### src/rtl/pow_target_compare_seq.sv
// pow_target_compare_seq
//
// Decides whether a candidate hash meets a proof-of-work target (hash <= target).
// Both words are captured on an accepted start. They are then scanned
// bit-serially, MSB first, through a single 1-bit equal/greater/less stage.
// The result is returned as registered flags with a one-cycle done pulse.
//
// Ports:
//   clk     in   rising-edge clock
//   rst     in   asynchronous active-high reset
//   start   in   request a compare (accepted only in IDLE, ignored otherwise)
//   abort   in   synchronous cancel of a running scan (no done pulse)
//   hash    in   [WIDTH-1:0] candidate hash, captured on accepted start
//   target  in   [WIDTH-1:0] difficulty target, captured on accepted start
//   busy    out  high while scanning
//   done    out  one-cycle pulse when the flags below become valid
//   eq      out  hash == target
//   gt      out  hash >  target
//   lt      out  hash <  target
//   meets   out  hash <= target
//
// Parameters:
//   WIDTH       word width, 2..256
//   EARLY_EXIT  1: finish on the first differing bit; 0: always scan WIDTH bits
module pow_target_compare_seq #(
  parameter int WIDTH      = 32,
  parameter int EARLY_EXIT = 1
) (
  input  logic             clk,
  input  logic             rst,
  input  logic             start,
  input  logic             abort,
  input  logic [WIDTH-1:0] hash,
  input  logic [WIDTH-1:0] target,
  output logic             busy,
  output logic             done,
  output logic             eq,
  output logic             gt,
  output logic             lt,
  output logic             meets
);

  localparam int CNT_W = $clog2(WIDTH);

  typedef enum logic [1:0] {
    ST_IDLE = 2'd0,
    ST_SCAN = 2'd1,
    ST_DONE = 2'd2
  } state_t;

  // Sticky ordering decision, set by the most significant differing bit.
  typedef enum logic [1:0] {
    DEC_NONE = 2'd0,
    DEC_GT   = 2'd1,
    DEC_LT   = 2'd2
  } dec_t;

  // Single-bit compare stage.
  function automatic dec_t cmp_bit(input logic h_bit, input logic t_bit);
    dec_t r;
    if (h_bit == t_bit) r = DEC_NONE;
    else if (h_bit)     r = DEC_GT;
    else                r = DEC_LT;
    return r;
  endfunction

  state_t             state_q, state_d;
  dec_t               dec_q, dec_d;
  logic [WIDTH-1:0]   h_q, h_d;
  logic [WIDTH-1:0]   t_q, t_d;
  logic [CNT_W-1:0]   cnt_q, cnt_d;
  logic               busy_q, busy_d;
  logic               done_q, done_d;
  logic               eq_q, eq_d;
  logic               gt_q, gt_d;
  logic               lt_q, lt_d;
  logic               meets_q, meets_d;

  dec_t               bit_dec;
  dec_t               dec_now;

  always_comb begin
    state_d = state_q;
    dec_d   = dec_q;
    h_d     = h_q;
    t_d     = t_q;
    cnt_d   = cnt_q;
    done_d  = 1'b0;
    eq_d    = eq_q;
    gt_d    = gt_q;
    lt_d    = lt_q;
    meets_d = meets_q;
    bit_dec = cmp_bit(h_q[WIDTH-1], t_q[WIDTH-1]);
    // Once a difference has been seen, later bits cannot change the decision.
    dec_now = (dec_q == DEC_NONE) ? bit_dec : dec_q;

    case (state_q)
      ST_IDLE: begin
        // abort has priority over a simultaneous start
        if (start && !abort) begin
          h_d     = hash;
          t_d     = target;
          cnt_d   = CNT_W'(WIDTH - 1);
          dec_d   = DEC_NONE;
          eq_d    = 1'b0;
          gt_d    = 1'b0;
          lt_d    = 1'b0;
          meets_d = 1'b0;
          state_d = ST_SCAN;
        end
      end

      ST_SCAN: begin
        if (abort) begin
          // Flags were cleared on accept and remain 0.
          state_d = ST_IDLE;
        end else begin
          h_d   = {h_q[WIDTH-2:0], 1'b0};
          t_d   = {t_q[WIDTH-2:0], 1'b0};
          dec_d = dec_now;
          // The counter stops at 0 rather than wrapping.
          if (cnt_q != '0) cnt_d = cnt_q - 1'b1;
          if (((EARLY_EXIT != 0) && (dec_now != DEC_NONE)) || (cnt_q == '0)) begin
            state_d = ST_DONE;
            done_d  = 1'b1;
            eq_d    = (dec_now == DEC_NONE);
            gt_d    = (dec_now == DEC_GT);
            lt_d    = (dec_now == DEC_LT);
            meets_d = (dec_now != DEC_GT);
          end
        end
      end

      ST_DONE: begin
        // start is ignored here; abort has nothing left to cancel.
        state_d = ST_IDLE;
      end

      default: begin
        state_d = ST_IDLE;
      end
    endcase

    busy_d = (state_d == ST_SCAN);
  end

  always_ff @(posedge clk or posedge rst) begin
    if (rst) begin
      state_q <= ST_IDLE;
      dec_q   <= DEC_NONE;
      h_q     <= '0;
      t_q     <= '0;
      cnt_q   <= '0;
      busy_q  <= 1'b0;
      done_q  <= 1'b0;
      eq_q    <= 1'b0;
      gt_q    <= 1'b0;
      lt_q    <= 1'b0;
      meets_q <= 1'b0;
    end else begin
      state_q <= state_d;
      dec_q   <= dec_d;
      h_q     <= h_d;
      t_q     <= t_d;
      cnt_q   <= cnt_d;
      busy_q  <= busy_d;
      done_q  <= done_d;
      eq_q    <= eq_d;
      gt_q    <= gt_d;
      lt_q    <= lt_d;
      meets_q <= meets_d;
    end
  end

  assign busy  = busy_q;
  assign done  = done_q;
  assign eq    = eq_q;
  assign gt    = gt_q;
  assign lt    = lt_q;
  assign meets = meets_q;

endmodule

### config.mk
export PLATFORM = sky130hd
export DESIGN_NAME = pow_target_compare_seq
export DESIGN_NICKNAME = d
export VERILOG_FILES = /design/src/rtl/pow_target_compare_seq.sv
export SDC_FILE = /design/constraint.sdc
export NUM_CORES = 1
export LEC_CHECK = 0
export ABC_AREA = 1
export CAP_MARGIN = 30
export CORE_MARGIN = 10
export CORE_UTILIZATION = 58
export CTS_BUF_LIST = sky130_fd_sc_hd__clkbuf_8
export DETAILED_ROUTE_END_ITERATION = 10
export GPL_TIMING_DRIVEN = 0
export PLACE_DENSITY = 0.88
export SYNTH_ARGS = -nofsm -noshare
export SYNTH_HDL_FRONTEND = slang
export SYNTH_SLANG_ARGS = --single-unit
### constraint.sdc
create_clock -name clk -period 4.9 [get_ports clk]
set_clock_uncertainty 0.1 [all_clocks]
set_input_delay 0.98 -clock clk [delete_from_list [all_inputs] [get_ports clk]]
set_output_delay 0.98 -clock clk [all_outputs]
set_load 0.01 [all_outputs]
==> impl_results.md <==
- Status: finished, final reports clean
- Async SR Flop Fraction: 1.00
- Top post-synthesis cells by area: dfrtp_1, o211ai_1, o21ai_0
- Die Y: 101 µm
- Synth cell types: 26
- RSZ-0062 raised after global routing: false
- Nets: about 590
- Max Cap Viol: 0
- Cell-internal power: 1.70 mW
- Most frequent cells after synthesis: nand2_1, dfrtp_1, inv_1, o21ai_0, o211ai_1
- Yosys top cell area share: 0.522
- Mean Syn Cell Area: 8.73 µm²
- DR pass1 iterations: 4
- Final setup TNS: 0 ns
- Final Util: 0.766
- Placer congestion estimate: about 0.81
- DP Worst Slack: 2.33 ns
- Peak VDD IR: between 0.2 and 0.3 mV
- Critical Path Source Type: register
- WHS: about 0.37 ns
- Die W: 101 µm
- Switching Fraction: 0.392
- Die ar.: 10200 µm²
- Layout area overhead: 28.5%
- Met1 Usage GRT: 0.235
- Worst Path Max Fanout: 2
- I/O Pins: 74
- Min Tclk post-route: ~2.3 ns
- Antenna cell count: 0
- P_leak: roughly 2.2 nW
- Clk Latency, worst-skew pair: approximately 0.35 ns
- CP arrival: 1.25 ns
- Vias in the first global route: between 3000 and 4000
- TritonCTS clock tree: yes
- CTS sink cnt: 79
- TritonCTS buffer count: 9
- GRT overflow: 0
- Cells after synthesis: 434
- Hold Path Class: reg -> reg
- Min setup slack post-route: 2.57 ns
- Max stage delay on crit path: 0.54 ns
- Actual transition at the worst max-transition pin: 0.449 ns
- 1st-iter DRT viols: roughly 190
- Seq pwr share: 0.384
- Clock buffer depth: 2
- Req. time, crit path: 3.82 ns
- Detail Route Antenna Nets: 0
- GRT met2 Usage: 0.295
- Most common cell in the synthesized netlist: nand2_1
- Post-synth EDFFs: 0
- Dominant synthesized flop cell: dfrtp_1
- IO buf count: 73
- Clk root buf: clkbuf_8
- Total GRT Usage: 0.185
- Yosys warning count: 0
- Finished Layout Cells: roughly 600
- Starting Density: 0.596
- Sequential share of the synthesized area: 0.522
- Crit. End Element: output pin
- Combinational share of power: 0.423
- Max-slew violation count: 0
- Fin crit share: 0.476
- Critical Path Slowest Stage Cell: clkdlybuf4s50_1
- Placed Cells: approximately 600
- Post-CTS sizing: 0
- H-tree depth: 3
- Critical path's top delay family: buffers and inverters
- Post-synthesis cell area: 3790 µm²
- Final Hold Fails: 0
- Fraction of layout cells with a size suffix above 1: 0.0668
- Antenna violations before repair: 0
- Setup bufs post-CTS: 0
- Total core area: 6350 µm²
- R2R Setup Slk: 3.09 ns
- PwrDens: 574 nW/µm²
- DR WL/cell: 15.3 µm
- Largest net degree at the start of global routing: 75
- Synth area leader: dfrtp_1
- CP bufs+invs: 1
- Slew HR: 0.701
- Total vias in the final route: 3284
- Global route hottest layer: met2
- Clock power frac: 0.193
- First-pass GRT wire length: roughly 15000 µm
- Grt met3 use: 0.0460
- Synth Net Count: 504
- Post-DP HPWL: 6570 µm
- Row Count: 29
- Clk slew on worst S/H paths: 0.08 ns
- Register bit count reported by yosys: between 70 and 80
- Total Wirelength: 9180 µm
- Crit path kind: reg -> out
- Number of fill cells in the layout: 466
- Critical-path cell list: clkdlybuf4s50_1
- Setup violations, final: 0
- # DRC: 0
- Fmax: between 0.4 and 0.5 GHz
- Sw Pwr: 1.10 mW
- Vias per Instance: 5.46
- Hold Buf Count CTS: 0
[power groups by stage]
stage	combinational, mW	sequential [mW]	clock, mW
6_report	1.18	1.07	0.538
5_1_grt	1.35	1.10	0.568
4_1_cts	1.18	1.07	0.545
3_5_place_dp	1.17	1.09	0
3_3_place_gp	1.11	1.06	0
2_1_floorplan	0.837	1.06	0
[final cells by class]
class	count	area, µm²	share of cell area
Buffer	27	171	0.0352
Clock buffer	10	138	0.0283
Clock inverter	6	83.8	0.0172
Inverter	77	292	0.0599
Multi-Input combinational cell	251	1350	0.277
Sequential cell	79	1980	0.406
Tap cell	77	96.3	0.0198
Timing Repair Buffer	74	758	0.156
[logic make-up after synthesis]
| kind of cell | share of synthesized area |
|---|---|
| AO/OA/AOI/OAI | 0.226 |
| XOR/XNOR | 0.00463 |
| adder cells (fa/ha/maj) | 0.00661 |
| buffers and inverters | 0.122 |
| flip-flops | 0.522 |
| AND/OR/NAND/NOR | 0.119 |
[per-stage QoR]
step / power [mW] / cell area [µm²]
final: 2.79 / 4870
after global routing: 3.02 / 4870
after CTS: 2.80 / 4870
after detailed placement: 2.25 / 4640
after global placement: 2.17 / 4610
after floorplan: 1.90 / 3790
[sequential cells by signal, indices dropped and copies added, names as in the netlist]
signal,count
busy,1
cnt_q,5
dec_q,2
done,1
eq,1
gt,1
h_q,32
lt,1
meets,1
state_q,2
t_q,32
[worst min-delay path: stages (launching register included)]
cell     delay [ns]
dfrtp_1        0.35
nand2_1        0.05
nand2_1        0.04
[cells in the final DEF (no fill, tap or decap), types with 3 or more instances in the layout]
| cell type | count |
|---|---|
| a21oi_1 | 6 |
| buf_1 | 6 |
| buf_6 | 8 |
| clkbuf_1 | 9 |
| clkbuf_8 | 10 |
| clkdlybuf4s50_1 | 73 |
| clkinv_2 | 3 |
| dfrtp_1 | 79 |
| inv_1 | 75 |
| nand2_1 | 84 |
| nand3_1 | 10 |
| nor2_1 | 8 |
| o211ai_1 | 60 |
| o21ai_0 | 67 |
| o21ai_1 | 3 |
[final timing paths]
path	start	endpoint	depth (start not counted)
max in group asynchronous	rst	t_q[3]	3
min in group asynchronous	rst	t_q[7]	2
setup reg to reg	state_q[0]	t_q[31]	6
hold / removal	gt	gt	2
setup / recovery	eq	eq	1
hold reg to reg	gt	gt	2
[layer usage]
layer  share of wire  vias up
met5               0        -
met1            0.44     1575
met3           0.065       12
met2            0.48       97
li1                -     1600
met4           0.013        0
Note: power is estimated with default switching activity, not from simulation.
